`config.mk`:
```
export PLATFORM = sky130hd
export DESIGN_NAME = tt_um_subtract4_serial
export DESIGN_NICKNAME = d
export VERILOG_FILES = /design/src/rtl/tt_sub4_pkg.sv /design/src/rtl/serial_fa_cell.sv /design/src/rtl/tt_um_subtract4_serial.sv
export SDC_FILE = /design/constraint.sdc
export NUM_CORES = 1
export LEC_CHECK = 0
export ABC_CLOCK_PERIOD_IN_PS = 4200
export CAP_MARGIN = 30
export CORE_AREA = 2 2 61 63
export CTS_BUF_LIST = sky130_fd_sc_hd__clkbuf_4 sky130_fd_sc_hd__clkbuf_8 sky130_fd_sc_hd__clkbuf_16
export CTS_CLUSTER_SIZE = 20
export DETAILED_ROUTE_END_ITERATION = 7
export DIE_AREA = 0 0 63 65
export PLACE_DENSITY = 0.69
export SYNTH_ARGS = -nofsm -noshare
export SYNTH_HDL_FRONTEND = slang
export SYNTH_SLANG_ARGS = --single-unit
```
`constraint.sdc`:
```
create_clock -name clk -period 4.2 [get_ports clk]
set_clock_uncertainty 0.15 [all_clocks]
set_input_delay 0.63 -clock clk [delete_from_list [all_inputs] [get_ports clk]]
set_output_delay 0.63 -clock clk [all_outputs]
set_load 0.1 [all_outputs]
```
`src/rtl/tt_sub4_pkg.sv`:
```
// Shared constants and state encoding for the bit-serial 4-bit subtractor tile.
package tt_sub4_pkg;

    localparam int SUB4_W = 4;

    typedef enum logic [1:0] {
        ST_IDLE  = 2'd0,
        ST_SHIFT = 2'd1,
        ST_DONE  = 2'd2
    } sub4_state_t;

endpackage

```
`src/rtl/serial_fa_cell.sv`:
```
// Single combinational full-adder cell, reused every clock by the serial subtractor.
module serial_fa_cell (
    input  logic a,
    input  logic b,
    input  logic cin,
    output logic s,
    output logic cout
);

    assign s    = a ^ b ^ cin;
    assign cout = (a & b) | (a & cin) | (b & cin);

endmodule

```
`src/rtl/tt_um_subtract4_serial.sv`:
```
// Bit-serial 4-bit subtractor: A - B computed LSB-first as A + ~B + 1, one bit per clock.
module tt_um_subtract4_serial
    import tt_sub4_pkg::*;
(
    input  logic       clk,
    input  logic       rst_n,
    input  logic       ena,
    input  logic [7:0] ui_in,
    input  logic [7:0] uio_in,
    output logic [7:0] uo_out,
    output logic [7:0] uio_out,
    output logic [7:0] uio_oe
);

    sub4_state_t         state_q, state_d;
    logic [1:0]          cnt_q;
    logic                carry_q;
    logic [SUB4_W-1:0]   a_sh_q, b_sh_q, res_sh_q;
    logic                a_msb_q, b_msb_q;
    logic [SUB4_W-1:0]   d_q;
    logic                borrow_q, ovf_q;
    logic                fa_s, fa_cout;
    logic                start, last_bit, latch, finish;
    logic                unused_uio;

    assign start    = uio_in[0];
    assign last_bit = (cnt_q == 2'(SUB4_W - 1));

    // Upper bidirectional pins carry no function in this tile.
    assign unused_uio = &{1'b0, uio_in[7:1]};

    serial_fa_cell u_fa (
        .a    (a_sh_q[0]),
        .b    (~b_sh_q[0]),
        .cin  (carry_q),
        .s    (fa_s),
        .cout (fa_cout)
    );

    always_comb begin
        state_d = state_q;
        latch   = 1'b0;
        finish  = 1'b0;
        case (state_q)
            ST_IDLE, ST_DONE: begin
                if (start) begin
                    state_d = ST_SHIFT;
                    latch   = 1'b1;
                end
            end
            ST_SHIFT: begin
                if (last_bit) begin
                    state_d = ST_DONE;
                    finish  = 1'b1;
                end
            end
            default: state_d = ST_IDLE;
        endcase
    end

    always_ff @(posedge clk or negedge rst_n) begin
        if (!rst_n) begin
            state_q  <= ST_IDLE;
            cnt_q    <= '0;
            carry_q  <= 1'b0;
            a_sh_q   <= '0;
            b_sh_q   <= '0;
            res_sh_q <= '0;
            a_msb_q  <= 1'b0;
            b_msb_q  <= 1'b0;
            d_q      <= '0;
            borrow_q <= 1'b0;
            ovf_q    <= 1'b0;
        end else if (ena) begin
            state_q <= state_d;
            if (latch) begin
                a_sh_q  <= ui_in[3:0];
                b_sh_q  <= ui_in[7:4];
                a_msb_q <= ui_in[3];
                b_msb_q <= ui_in[7];
                carry_q <= 1'b1;
                cnt_q   <= '0;
            end else if (state_q == ST_SHIFT) begin
                a_sh_q   <= a_sh_q >> 1;
                b_sh_q   <= b_sh_q >> 1;
                res_sh_q <= {fa_s, res_sh_q[SUB4_W-1:1]};
                carry_q  <= fa_cout;
                cnt_q    <= cnt_q + 2'd1;
            end
            // Final bit: fa_s is D[3], so sign-based overflow is decided here.
            if (finish) begin
                d_q      <= {fa_s, res_sh_q[SUB4_W-1:1]};
                borrow_q <= ~fa_cout;
                ovf_q    <= (a_msb_q ^ b_msb_q) & (fa_s ^ a_msb_q);
            end
        end
    end

    assign uo_out  = {(state_q == ST_DONE), (state_q == ST_SHIFT), ovf_q, borrow_q, d_q};
    assign uio_out = 8'h00;
    assign uio_oe  = 8'h00;

endmodule

```
; Word level (Yosys, flattened, before mapping)
; Cells that the tools add are included.
[classes]
reduce_logical = 8
muxes = 15
bitwise = 13
add_sub_neg = 1
n_eq_ne = 5
[ops]
columns = op, count
row1 = two-way mux 4 bit, 4
row2 = two-way mux 2 bit, 4
row3 = two-way mux 1 bit, 6
row4 = AND reduction 2 bit, 3
row5 = AND reduction 3 bit, 2
row6 = bitwise AND 1 bit, 4
row7 = equality test 2 bit (second input constant), 2
row8 = case mux 2 bit (2 select lines), 1
row9 = XOR 1 bit, 4
row10 = NOT 1 bit, 3
row11 = adder 2 x 1 -> 2 bit (second input constant), 1
row12 = equality test 2 x 1 -> 1 bit (second input constant), 1
row13 = zero test 2 bit, 1
row14 = inequality test 2 x 1 -> 1 bit (second input constant), 1
row15 = inequality test 2 bit (second input constant), 1
row16 = OR 1 bit, 2
row17 = nonzero test 2 bit, 1
row18 = OR reduction 2 bit, 1
[word_totals]
wordCells = 53
ff_bits = 25
output_inout_bits = 24
input_bits = 19

; Longest topological paths before layout
; Gate-level depths: netlist (run 1).
[logic_depth]
ltp_word = 6
mapped_depth = 5
mapped_depth_nobuf = 5

; Hierarchy
; From an unflattened synthesis (run 1), not the netlist that was laid out.
[hier_totals]
hier_cells = 113
area_unflattened_um2 = 1315.0
[by_module_without_submodules]
columns = module, cells_per_inst, instances, seq_area_each_um2, area_each_um2
row1 = tt_um_subtract4_serial, 112, 1, 600.6, 1295.0
row2 = serial_fa_cell, 1, 1, 0.0, 20.0

; Worst setup path before layout (run 1)
; Ideal clock, no wire load.
[synth_path]
path_kind = register to output
start = register state_q[0]
end = output port uo_out[7]
arrival_ns = 1.800
stages_incl_launch_ff = 3
path_buffers = 1
path_slack_ns = 1.620
t_required_ns = 3.420
path_cell_list = dfrtp_1 buf_2 nor2_1
[synth_via]
elab_chain_len = 1
[synth_rtl]
columns = item, line
row1 = from (decl), tt_um_subtract4_serial.sv:15  ; sub4_state_t state_q, state_d;
row2 = from (signal assigned), tt_um_subtract4_serial.sv:75  ; state_q <= state_d;
row3 = equality test 2 bit, tt_um_subtract4_serial.sv:99  ; assign uo_out = {(state_q == ST_DONE), (state_q == ST_SHIFT), ovf_q, borrow_q, d_q};
row4 = to (decl), tt_um_subtract4_serial.sv:10  ; output logic [7:0] uo_out,
; No other way between the ends.

; Worst setup path after layout (run 1)
[layout_path]
start = register state_q[0]
end = output port uo_out[6]
[layout_via]
elab_chain_len = 1
[layout_rtl]
columns = item, line
row1 = equality test 2 x 1 -> 1 bit, tt_um_subtract4_serial.sv:99
; No other way between the ends.

==> impl_metrics.yaml, run 1 <==
outcome:
  outcome: "complete, no violations"
cells_and_area:
  num-fill-cells: 327
  syn2layout_area_growth_pct: 14.87
  finalCoreUtilization: 0.4341
  nNetsFinal: 151
  n_antenna_cell: 0
  seq_area_sq_um: 600.6
  fin_area_sq_um: 1518
  multiInputGateArea_sq_um: 604.3
  drive_above_1_share: 0.2171
pwr:
  power.density_nw_per_um2: 829.6
  switching_share: 0.4853
  p_leak_nw: 0.7194
  peakVddDrop_mv: 0.4082
  pwr-share-seq: 0.330
  internal_power_w: 0.0006481
  clock_power_share: 0.097
  p_switching_w: 0.0006110
  combPwrFrac: 0.573
yosys:
  synth_top_area_frac: 0.4545
  yosysWarningCount: 0
  synth_compound_area_frac: 0.09091
  synth_mux_area_frac: 0.2055
  ys_async_sr_fraction: 1.000
  synth_top_family_by_area: "multiplexers"
  synthTopCellsByArea: "dfrtp_1 (45%), mux2_4 (11%), buf_4 (10%)"
  yosysMostFrequentCell: "dfrtp_1"
  yosysSeqAreaShare: 0.4545
  synth_flop_cell: "dfrtp_1"
  ys_top_cells_by_count: "dfrtp_1 (24), buf_4 (18), nand2_1 (11)"
  synth-xor-area-share: 0
  ys_seq_elements: 24
  netlist_instances: 112
  postSynthAreaPerCell_sq_um: 11.80
  synth_edf_count: 0
  synth_simple_gate_area_frac: 0.09091
  syn_area_sq_um: 1321
  synth.distinct_cells: 26
  synthAdderAreaFrac: 0.02462
  yosysTopAreaCell: "dfrtp_1"
placement:
  placed_area_sq_um: 1481
  io_buffers: 19
  preCtsSetupSlack_ns: 1.441
  hpwlAfterDp_um: 1659
  globalplace.congestion: 0.7648
sta:
  tns_ns: 0
  finalCritPeriodShare: 0.7441
  finalHoldViolations: 0
  setup_viol: 0
  period_minus_slack_ns: 3.125
  clock.fmax_ghz: 0.3200
  slew_headroom: 0.3552
  rsz0062_at_grt: "no"
  finalWorstSetupSlack_ns: 1.075
  hold_ws_ns: 0.3661
  tightest_slew_ns: 0.9642
  slew_violations: 0
clock_tree:
  cts_root_buffer: "clkbuf_4"
  clockBufferDepth: 2
  numCtsBuffers: 3
  tritoncts: "built"
  htree_levels: 1
  clkTransAtPathRegs_ns: 0.13
  hold_buffers: 0
  post-cts-setup-buffers: 0
  cts_resized: 0
  cts.sinks: 24
  clkLatencyLatePin_ns: 0.32
global_routing:
  grt_start_max_net_pins: 14
  grt_overflow_total: 0
  grt_usage: 0.1142
  grt_pass1_wl_um: 3581
  grt_pass1_vias: 789
  antenna_found_initial: 0
worst_hold_path:
  min_path_type: "register to register"
routing:
  via_per_inst: 4.593
  drcViolationCount: 0
  drtAntennaViolNets: 0
  drtIter0Drc: 21
  drtPass1Iterations: 4
  route.vias.total: 813
  wirelength_um: 2147
  wl_per_cell_um: 12.13
worst_setup_path:
  critPathKind: "register to output pin"
  critPathMaxStageDelay_ns: 1.13
  crit_family: "buffers and inverters"
  critPathMaxFanout: 13
  path_buf_inv: 2
  reg2reg_slack_ns: 2.21
  end_kind: "output pin"
  worstPathRequired_ns: 3.42
  worst_path_max_delay_cell: "clkdlybuf4s50_1"
  arrival_ns: 2.35
  path_cells: "nand2b_1 -> inv_1 -> clkdlybuf4s50_1"
  start_kind: "register"
floorplanning:
  die-height_um: 65
  io_pins: 43
  placementRows: 22
  fp.dieArea_sq_um: 4095
  core_region_area_sq_um: 3496
  initial_core_util: 0.3780
  die_x_um: 63
flow_run:
  max-cap-violations: 0
power groups by stage:
| stage | Clock [W] | Combinational (W) | Sequential (W) |
|---|---|---|---|
| after floorplan | 0 | 0.000514 | 0.000517 |
| after global placement | 0 | 0.000718 | 0.000414 |
| after detailed placement | 0 | 0.000727 | 0.000423 |
| after CTS | 0.000126 | 0.000729 | 0.000417 |
| after global routing | 0.000133 | 0.000762 | 0.000434 |
| final | 0.000122 | 0.000721 | 0.000416 |
layout make-up:
type                       instances  share of cell area
multi-input combinational         78              0.3982
sequential                        24              0.3957
timing repair buffer              20              0.1352
tap                               48             0.03957
clock buffer                       4             0.02391
inverter                           3            0.007420
per-stage QoR:
| step | power, W | std cells |
|---|---|---|
| after floorplan | 0.001032 | 127 |
| after global placement | 0.001133 | 172 |
| after detailed placement | 0.001150 | 173 |
| after CTS | 0.001273 | 177 |
| after global routing | 0.001329 | 177 |
| final | 0.001259 | 177 |
layout by cell type (no fill, tap or decap):
master	instances
o21ai_0	6
nor2_1	2
nand2b_1	3
nand4b_2	1
mux2i_1	2
buf_8	1
fa_1	1
o22ai_1	1
nor3b_1	1
clkdlybuf4s50_1	19
conb_1	16
o2bb2ai_1	2
mux2_2	9
clkbuf_4	3
a31oi_1	2
a21boi_4	1
a21oi_1	2
clkbuf_8	1
a21o_1	1
dfrtp_1	24
inv_1	3
ha_1	1
nor2b_1	2
and2b_2	2
a22o_1	2
mux2_4	10
nand2_1	11
sequential cells by signal, indices dropped and copies added, names as in the netlist, 2 cells and up:
register  flops
a_sh_q        4
b_sh_q        4
d_q           4
res_sh_q      3
cnt_q         2
state_q       2
tightest hold or removal path, delay by kind of cell (launching register included):
| family | cells | cell delay (ns) |
|---|---|---|
| compound gates | 1 | 0.07 |
| flops | 1 | 0.37 |
| simple gates | 1 | 0.05 |
cells by family after synthesis:
logic type	count (synthesis)
DFF	24
muxes	21
adders and majority gates	2
other	1
and+or+nand+nor	22
buffers and inverters	25
AOI/OAI and AO/OA	17
worst paths after layout:
| kind | startpoint | endpoint | cells past startpoint |
|---|---|---|---|
| worst min-delay path | borrow_q | borrow_q | 2 |
| worst min register to register | borrow_q | borrow_q | 2 |
| worst max register to register | state_q[0] | b_sh_q[1] | 3 |
| min in group asynchronous | rst_n | d_q[3] | 1 |
| worst max-delay path | state_q[0] | uo_out[6] | 3 |
| max in group asynchronous | rst_n | a_sh_q[0] | 2 |
layer usage:
metal	GRT usage	part of all wire	routed length, um
met1	0.1421	0.45	959
met4	0.05833	0.021	45
met2	0.1875	0.48	1038
met3	0.02431	0.048	104
met5	0	0	0
Power figures use the tool's default switching activity.
==> run 2, diff against run 1 <==
- ABC_CLOCK_PERIOD_IN_PS: 4200 -> 2700
- PLACE_DENSITY: 0.69 -> 0.72
- clock period: 4.2 -> 2.7 ns (I/O delays scaled with it)
==> run 2 against run 1 <==
Compared with the run above:
- register-to-register slack worse by 1.5 ns
- highest routed layer unchanged
- via count down 2.6%
- cell area down 0.74%
- critical path type unchanged
==> impl_metrics.yaml, run 2 (synthesis gave the netlist of run 1 again) <==
sta:
  setup_viol: 0
  slew_headroom: 0.6470
  period_minus_slack_ns: 2.101
  slew_violations: 0
  tns_ns: 0
  hold_ws_ns: 0.2678
  clock.fmax_ghz: 0.4761
  finalHoldViolations: 0
  finalCritPeriodShare: 0.7780
  rsz0062_at_grt: "no"
  tightest_slew_ns: 0.5295
routing:
  drtAntennaViolNets: 0
  wirelength_um: 2222
  drtPass1Iterations: 4
  via_per_inst: 4.475
  drcViolationCount: 0
  drtIter0Drc: 26
  wl_per_cell_um: 12.55
  route.vias.total: 792
cells_and_area:
  final_common_cell: "dfrtp_1"
  fin_area_sq_um: 1506
  n_antenna_cell: 0
  seq_area_sq_um: 600.6
  num-fill-cells: 331
  nNetsFinal: 151
  multiInputGateArea_sq_um: 604.3
  most-common-layout-cells: "dfrtp_1 (24), conb_1 (16), nand2_1 (11), clkdlybuf4s50_1 (11), mux2_4 (10)"
  syn2layout_area_growth_pct: 14.01
  largestRegisters: "a_sh_q x4, b_sh_q x4, d_q x4"
  drive_above_1_share: 0.2791
worst_hold_path:
  min_path_type: "primary input to async pin"
worst_setup_path:
  path_cells: "nand2b_1 -> inv_1 -> buf_4"
  critPathMaxFanout: 13
  worstPathRequired_ns: 2.14
  critPathMaxStageDelay_ns: 0.61
  start_kind: "register"
  critPathKind: "register to output pin"
  arrival_ns: 1.55
  worst_path_max_delay_cell: "dfrtp_1"
  end_kind: "output pin"
floorplanning:
  core_region_area_sq_um: 3496
  die-height_um: 65
  die_x_um: 63
  placementRows: 22
  fp.dieArea_sq_um: 4095
  io_pins: 43
  initial_core_util: 0.3780
clock_tree:
  clkLatencyLatePin_ns: 0.32
  clockBufferDepth: 2
  tritoncts: "built"
  post-cts-setup-buffers: 0
  cts_root_buffer: "clkbuf_4"
  htree_levels: 1
  clkTransAtPathRegs_ns: 0.14
  cts.sinks: 24
  cts_resized: 0
  hold_buffers: 0
  numCtsBuffers: 3
pwr:
  power.density_nw_per_um2: 1344
  p_leak_nw: 0.7350
  peakVddDrop_mv: 0.5130
  p_total_w: 0.002025
global_routing:
  grt_pass1_wl_um: 3822
  antenna_found_initial: 0
  grt_overflow_total: 0
  grt_pass1_vias: 816
  grt_usage: 0.1224
  grt_start_max_net_pins: 25
placement:
  placed_area_sq_um: 1454
  hpwlAfterDp_um: 1670
  io_buffers: 19
  globalplace.congestion: 0.7259
outcome:
  outcome: "complete, no violations"
flow_run:
  max-cap-violations: 0
run 2: cell types whose count changed in the layout (fill, tap and decap cells not counted):
cell	delta
buf_4	+9
clkdlybuf4s50_1	-8
buf_8	-1
bufinv_16	+1
clkbuf_8	-1
run 2: metrics by stage:
stage	cells	utilization	setup slack (ns)
5_1_grt	177	0.4309	0.4747
3_3_place_gp	173	0.4159	0.3663
3_5_place_dp	173	0.4159	0.3309
6_report	177	0.4309	0.5994
2_1_floorplan	127	-	0.3446
4_1_cts	177	0.4309	0.5986
run 2: worst paths after layout:
| kind | start | cells past startpoint | to | slack [ns] |
|---|---|---|---|---|
| setup / recovery | state_q[0] | 3 | uo_out[6] | 0.60 |
| hold / removal | rst_n | 2 | state_q[1] | 0.27 |
| setup reg to reg | state_q[0] | 3 | a_sh_q[0] | 0.68 |
| hold reg to reg | borrow_q | 2 | borrow_q | 0.36 |
| max in group asynchronous | rst_n | 2 | a_sh_q[1] | 1.91 |
| min in group clk | borrow_q | 2 | borrow_q | 0.36 |
run 2: cell type report:
| type | count | area share |
|---|---|---|
| Clock buffer | 3 | 0.01495 |
| Clock inverter | 1 | 0.01993 |
| Inverter | 3 | 0.007475 |
| Multi-Input combinational cell | 78 | 0.4012 |
| Sequential cell | 24 | 0.3987 |
| Tap cell | 48 | 0.03987 |
| Timing Repair Buffer | 20 | 0.1179 |
run 2: power by group:
group / total, W / internal (W) / leakage, nW / switching, W
Sequential: 0.000652 / 0.000521 / 0.300 / 0.000131
Combinational: 0.00111 / 0.000385 / 0.407 / 0.000725
Clock: 0.000264 / 0.000150 / 0.0279 / 0.000113
run 2: metal layers:
metal,GRT usage,routed length [um],part of all wire
met1,0.1438,959,0.43
met2,0.2141,1110,0.50
met3,0.01910,96,0.043
met4,0.06667,55,0.025
met5,0,0,0
run 2: critical path, delay by kind of cell (launching register included):
family	cells	cell delay, ns
simple gates	1	0.19
buf+inv	2	0.41
flops	1	0.61
